===== src/rtl/dvs_fifo_bus_scheduler_if.sv =====
// Bus bundle between the FIFO event-queue scheduler and its AER writers, RAVENS reader and queue flags.
// The scheduler uses the slave view; the masters and queue status side use the master view.
interface dvs_fifo_bus_scheduler_if #(
    parameter int NUM_WR     = 2,
    parameter int COUNT_BITS = 5
);
    logic [NUM_WR-1:0]     req_wr;
    logic                  req_rd;
    logic                  fifo_full;
    logic                  fifo_empty;
    logic [COUNT_BITS-1:0] fifo_count;
    logic [NUM_WR-1:0]     grant_wr;
    logic                  grant_rd;
    logic                  bus_busy;

    modport master (
        output req_wr, req_rd, fifo_full, fifo_empty, fifo_count,
        input  grant_wr, grant_rd, bus_busy
    );

    modport slave (
        input  req_wr, req_rd, fifo_full, fifo_empty, fifo_count,
        output grant_wr, grant_rd, bus_busy
    );
endinterface


===== src/rtl/dvs_fifo_bus_scheduler.sv =====
// Registered bus scheduler: NUM_WR round-robin AER writers plus one RAVENS reader sharing the event
// queue, one exclusive capped-length grant at a time, reader favoured at or above the high-water mark.
module dvs_fifo_bus_scheduler #(
    parameter int NUM_WR     = 2,
    parameter int COUNT_BITS = 5,
    parameter int HIGH_WATER = 12,
    parameter int BURST_MAX  = 8
) (
    input  logic                        clk,
    input  logic                        rst,
    dvs_fifo_bus_scheduler_if.slave     bus
);
    localparam int PTR_W = (NUM_WR > 1) ? $clog2(NUM_WR) : 1;
    localparam int CNT_W = $clog2(BURST_MAX + 1);

    typedef enum logic [1:0] {S_IDLE, S_WR, S_RD} state_e;

    state_e              state_q,     state_d;
    logic [NUM_WR-1:0]   grant_wr_q,  grant_wr_d;
    logic                grant_rd_q,  grant_rd_d;
    logic                bus_busy_q,  bus_busy_d;
    logic [PTR_W-1:0]    rr_ptr_q,    rr_ptr_d;
    logic [PTR_W-1:0]    wr_idx_q,    wr_idx_d;
    logic [CNT_W-1:0]    burst_cnt_q, burst_cnt_d;
    logic                last_rd_q,   last_rd_d;

    logic [NUM_WR-1:0]   wr_elig;
    logic                rd_elig;
    logic                high_water;
    logic                burst_left;
    logic                wr_found;
    logic [PTR_W-1:0]    wr_pick;
    logic                take_rd;
    logic [PTR_W-1:0]    wr_idx_next;

    assign wr_elig     = bus.req_wr & {NUM_WR{~bus.fifo_full}};
    assign rd_elig     = bus.req_rd & ~bus.fifo_empty;
    assign high_water  = bus.fifo_count >= COUNT_BITS'(HIGH_WATER);
    assign burst_left  = burst_cnt_q < CNT_W'(BURST_MAX);
    assign wr_idx_next = (wr_idx_q == PTR_W'(NUM_WR - 1)) ? '0 : wr_idx_q + 1'b1;

    // Reader wins on high water, or when the last grant went to a writer; otherwise only when no writer wants the bus.
    assign take_rd = rd_elig && (high_water || !last_rd_q || !wr_found);

    // First eligible writer searching upward from rr_ptr with wrap.
    always_comb begin
        int idx;
        idx      = 0;
        wr_found = 1'b0;
        wr_pick  = '0;
        for (int k = 0; k < NUM_WR; k++) begin
            idx = int'(rr_ptr_q) + k;
            if (idx >= NUM_WR) idx = idx - NUM_WR;
            if (!wr_found && wr_elig[idx[PTR_W-1:0]]) begin
                wr_found = 1'b1;
                wr_pick  = idx[PTR_W-1:0];
            end
        end
    end

    always_comb begin
        // NOTE: every _d gets its hold value first so no path through the case can infer a latch.
        state_d     = state_q;
        grant_wr_d  = grant_wr_q;
        grant_rd_d  = grant_rd_q;
        rr_ptr_d    = rr_ptr_q;
        wr_idx_d    = wr_idx_q;
        burst_cnt_d = burst_cnt_q;
        last_rd_d   = last_rd_q;

        unique case (state_q)
            S_IDLE: begin
                if (take_rd) begin
                    state_d     = S_RD;
                    grant_rd_d  = 1'b1;
                    burst_cnt_d = CNT_W'(1);
                end else if (wr_found) begin
                    state_d     = S_WR;
                    grant_wr_d  = NUM_WR'(1) << wr_pick;
                    wr_idx_d    = wr_pick;
                    burst_cnt_d = CNT_W'(1);
                end
            end
            S_WR: begin
                if (wr_elig[wr_idx_q] && burst_left) begin
                    burst_cnt_d = burst_cnt_q + 1'b1;
                end else begin
                    state_d     = S_IDLE;
                    grant_wr_d  = '0;
                    rr_ptr_d    = wr_idx_next;
                    last_rd_d   = 1'b0;
                    burst_cnt_d = '0;
                end
            end
            S_RD: begin
                if (rd_elig && burst_left) begin
                    burst_cnt_d = burst_cnt_q + 1'b1;
                end else begin
                    state_d     = S_IDLE;
                    grant_rd_d  = 1'b0;
                    last_rd_d   = 1'b1;
                    burst_cnt_d = '0;
                end
            end
            default: begin
                state_d    = S_IDLE;
                grant_wr_d = '0;
                grant_rd_d = 1'b0;
            end
        endcase

        bus_busy_d = (|grant_wr_d) | grant_rd_d;
    end

    // NOTE: state flops use non-blocking assignments so every flop samples pre-edge values.
    always_ff @(posedge clk or posedge rst) begin
        if (rst) begin
            state_q     <= S_IDLE;
            grant_wr_q  <= '0;
            grant_rd_q  <= 1'b0;
            bus_busy_q  <= 1'b0;
            rr_ptr_q    <= '0;
            wr_idx_q    <= '0;
            burst_cnt_q <= '0;
            last_rd_q   <= 1'b0;
        end else begin
            state_q     <= state_d;
            grant_wr_q  <= grant_wr_d;
            grant_rd_q  <= grant_rd_d;
            bus_busy_q  <= bus_busy_d;
            rr_ptr_q    <= rr_ptr_d;
            wr_idx_q    <= wr_idx_d;
            burst_cnt_q <= burst_cnt_d;
            last_rd_q   <= last_rd_d;
        end
    end

    assign bus.grant_wr = grant_wr_q;
    assign bus.grant_rd = grant_rd_q;
    assign bus.bus_busy = bus_busy_q;
endmodule

===== src/flat_wrapper.sv =====
// flat-port wrapper written by rule: the top's interface ports become plain ports
module dvs_fifo_bus_scheduler_flat 
#(
    parameter int NUM_WR     = 2,
    parameter int COUNT_BITS = 5,
    parameter int HIGH_WATER = 12,
    parameter int BURST_MAX  = 8
)
  (clk, rst, bus_req_wr, bus_req_rd, bus_fifo_full, bus_fifo_empty, bus_fifo_count, bus_grant_wr, bus_grant_rd, bus_bus_busy);
  dvs_fifo_bus_scheduler_if #(.NUM_WR(NUM_WR), .COUNT_BITS(COUNT_BITS)) bus_i ();
  input  logic clk;
  input  logic rst;
  input wire logic [$bits(bus_i.req_wr)-1:0] bus_req_wr;
  input wire logic [$bits(bus_i.req_rd)-1:0] bus_req_rd;
  input wire logic [$bits(bus_i.fifo_full)-1:0] bus_fifo_full;
  input wire logic [$bits(bus_i.fifo_empty)-1:0] bus_fifo_empty;
  input wire logic [$bits(bus_i.fifo_count)-1:0] bus_fifo_count;
  output wire logic [$bits(bus_i.grant_wr)-1:0] bus_grant_wr;
  output wire logic [$bits(bus_i.grant_rd)-1:0] bus_grant_rd;
  output wire logic [$bits(bus_i.bus_busy)-1:0] bus_bus_busy;
  assign bus_i.req_wr = bus_req_wr;
  assign bus_i.req_rd = bus_req_rd;
  assign bus_i.fifo_full = bus_fifo_full;
  assign bus_i.fifo_empty = bus_fifo_empty;
  assign bus_i.fifo_count = bus_fifo_count;
  assign bus_grant_wr = bus_i.grant_wr;
  assign bus_grant_rd = bus_i.grant_rd;
  assign bus_bus_busy = bus_i.bus_busy;
  dvs_fifo_bus_scheduler #(.NUM_WR(NUM_WR), .COUNT_BITS(COUNT_BITS), .HIGH_WATER(HIGH_WATER), .BURST_MAX(BURST_MAX)) u_core (.clk(clk), .rst(rst), .bus(bus_i));
endmodule

===== config.mk =====
export PLATFORM = sky130hd
export DESIGN_NAME = dvs_fifo_bus_scheduler_flat
export DESIGN_NICKNAME = d
export VERILOG_FILES = /design/src/rtl/dvs_fifo_bus_scheduler_if.sv /design/src/rtl/dvs_fifo_bus_scheduler.sv /design/src/flat_wrapper.sv
export SDC_FILE = /design/constraint.sdc
export NUM_CORES = 1
export LEC_CHECK = 0
export CORE_MARGIN = 5
export CORE_UTILIZATION = 50
export CTS_BUF_LIST = sky130_fd_sc_hd__clkbuf_4
export CTS_CLUSTER_SIZE = 30
export DETAILED_ROUTE_END_ITERATION = 12
export PLACE_DENSITY = 0.75
export SLEW_MARGIN = 15
export SYNTH_ARGS = -nofsm -noshare
export SYNTH_HDL_FRONTEND = slang
export SYNTH_SLANG_ARGS = --single-unit

===== constraint.sdc =====
create_clock -name clk -period 3.4 [get_ports clk]
set_clock_uncertainty 0.05 [all_clocks]
set_input_delay 0.68 -clock clk [delete_from_list [all_inputs] [get_ports clk]]
set_output_delay 0.68 -clock clk [all_outputs]
set_load 0.05 [all_outputs]

==> reports/results.ini <==
[yosys]
synth_area_sq_um = 818
synth.top_cell.area_share_pct = 39.8
synthSimpleGateAreaFrac_pct = 19.1
synth_cell_types = 36
yosys-top-cells-area = dfrtp_1 40%, ha_1 7.6%, nand2_1 5.0%
ys_warn_count = 0
synth_compound_area_share_pct = 26.9
synth-main-ff-cell = dfrtp_1
yosysTopAreaCell = dfrtp_1
yosys-mux-area-fraction_pct = 3.21
synth-seq-area-share_pct = 39.8
syn_inst = 82
syn_avg_cell_area_sq_um = 9.98
async_reset_ff_share_pct = 100
synth-xor-area-share_pct = 0
synth_top_family_by_area = compound AO/OA/AOI/OAI gates
synth_fa_ha_area_share_pct = 7.65
synth_edf_count = 0
ys_ff_latch = 13
synth_fp_nets = 99

[setup_path]
crit_end = u_core.last_rd_q$_DFFE_PP0P_
r2r_start = u_core.state_q[1]$_DFFE_PP0P_
r2r_end = u_core.last_rd_q$_DFFE_PP0P_
cp_slowest_cell = nor4bb_1
crit_chain = clkdlybuf4s50_1 > nor4bb_1 > a21oi_1 > nand2_1 > mux2_2
reg2regPathDepth = 6
cp.depth = 5
path_class = input port to flip-flop
critPathLaunchType = input port
critical_path.max_stage_delay_ns = 0.55
cp-end-kind = flip-flop
startpoint = bus_req_rd
cp_max_fo = 4
cp.required_ns = 3.53
arrival_ns = 2.42
regToRegSetupSlack_ns = 1.24
critPathTopFamily = simple AND/OR/NAND/NOR gates
critical_path_buf_inv_count = 1

[layout]
nets = 116
syn_to_final_growth_pct = 21.4
final_util_pct = 65.2
multi_input_area_sq_um = 465
antenna-diode-count = 0
register_area_sq_um = 325
layout.cells.non_filler = 114
drive_gt1_share_pct = 15.3
fillers = 125

[detailed_routing]
routedWlPerCell_um = 14.4
ant_nets = 0
first_iter_violations = 16
drt-total-wl_um = 1650
firstDrtPassIters = 4
vias = 659
drc_errors = 0
routed_via_density = 5.78

[clocking]
clock_sinks = 13
cts_hold_buf = 0
insertion_delay_ns = 0.29
htreeDepth = 1
cts.clk_slew.worst_paths_ns = 0.09
cts-root-buf = clkbuf_4
cts_tree = built
clockBufferDepth = 2
post_cts_resized = 0
post-cts-setup-buffers = 0
cts_buffers = 3

[sta]
max_slew_margin_pct = 61.5
fmax_mhz = 436
min_period_over_period_pct = 67.5
period_needed_ns = 2.29
finalSetupViolCount = 0
hold_violations = 0
slew_viol_final = 0
worst_pin_slew_ns = 0.570
setup_tns_ns = 0
rsz0062_at_grt = no

[global_route]
grt_pass1_vias = 634
grt_max_degree = 14
grt_pass1_wl_um = 2680
track_usage_pct = 13.9
antenna_found_initial = 0
overflow = 0

[placed_design]
place.gp.congestion = 0.831
dpl.cell_count = 110
hpwl_um = 1360
portBuffers = 13

[floorplanning]
die_area_sq_um = 2550
die_w_um = 50.5
fp.coreArea_sq_um = 1520
start_util_pct = 53.7
fp-row-count = 14
die_h_um = 50.5
top_level_ports = 16

[pwr]
irDropWorstVdd_v = 0.000515
total_power_uw = 825
p_leak_uw = 0.000448
p_per_area_nw_per_um2 = 830

[outcome]
status = finished, final reports clean

[flow_run]
cap_violations = 0

[min_path]
hold_path_class = flip-flop to flip-flop

==> worst min-delay path by stage <==
stage                                         to                         start  cells past startpoint  slack (ns)
finish              u_core.last_rd_q$_DFFE_PP0P_  u_core.last_rd_q$_DFFE_PP0P_                      1        0.46
global route        u_core.last_rd_q$_DFFE_PP0P_  u_core.last_rd_q$_DFFE_PP0P_                      1        0.50
CTS                 u_core.last_rd_q$_DFFE_PP0P_  u_core.last_rd_q$_DFFE_PP0P_                      1        0.46
detailed placement  u_core.last_rd_q$_DFFE_PP0P_  u_core.last_rd_q$_DFFE_PP0P_                      1        0.44
global placement    u_core.last_rd_q$_DFFE_PP0P_  u_core.last_rd_q$_DFFE_PP0P_                      1        0.44
floorplan            u_core.rr_ptr_q$_DFFE_PP0P_   u_core.rr_ptr_q$_DFFE_PP0P_                      2        0.41
==> layout by cell type (no fill, tap or decap), drive strengths merged, types with 3 or more instances in the layout <==
master	count
a21oi	8
inv	6
nor2	3
o21ai	4
dfrtp	13
clkdlybuf4s50	13
ha	5
nand2	11
clkbuf	4
==> cells in the mapped netlist (2+ instances only) <==
| library cell | n |
|---|---|
| dfrtp_1 | 13 |
| nand2_1 | 11 |
| a21oi_1 | 8 |
| inv_1 | 6 |
| ha_1 | 5 |
| o21ai_0 | 4 |
| nor2_1 | 3 |
| a22o_1 | 2 |
| nand3_1 | 2 |
| or3_1 | 2 |
==> where the power goes <==
part,switching (uW),leakage [uW],internal [uW]
Combinational,275,0.000265,190
Clock,51.3,0.0000184,53.5
Sequential,42.4,0.000164,212
Total,369,0.000448,456
==> cells by family after synthesis <==
| family | Yosys count |
|---|---|
| buffers and inverters | 7 |
| adders and majority gates | 5 |
| and+or+nand+nor | 28 |
| DFF | 13 |
| muxes | 2 |
| AOI/OAI and AO/OA | 27 |
==> flip-flops by register name, summed over array words and instances, names as in the netlist <==
register             count
u_core.bus.bus_busy      1
u_core.wr_idx_q          1
u_core.last_rd_q         1
u_core.bus.grant_wr      2
u_core.burst_cnt_q       4
u_core.bus.grant_rd      1
u_core.rr_ptr_q          1
u_core.state_q           2
==> layout make-up <==
cell class,count,area share [%]
multi-input combinational,62,46.9
sequential,13,32.7
timing repair buffer,13,13.1
clock buffer,4,3.02
inverter,6,2.27
tap,16,2.02
==> worst register-to-register path, cell delays in order, from the launching register on <==
cell and delay, ns:
dfrtp_1 0.41, inv_1 0.11, ha_1 0.24, nor3b_1 0.51, a21oi_1 0.25, nand2_1 0.15
mux2_2 0.33
==> through the flow <==
stage	setup slack (ns)	cell area (sq um)	hold WS (ns)
6_report	1.11	993	0.457
2_1_floorplan	1.48	818	0.411
3_5_place_dp	0.803	963	0.443
4_1_cts	1.10	993	0.463
3_3_place_gp	0.881	963	0.435
5_1_grt	0.970	993	0.496
==> per-layer routing <==
metal / GRT usage [%] / wire, um / vias to the layer above
li1: - / - / 334
met1: 16.8 / 727 / 297
met2: 20.7 / 749 / 24
met3: 6.51 / 135 / 4
met4: 6.38 / 33 / 0
met5: 0 / 0 / -
Note: power is estimated with default switching activity, not from simulation.
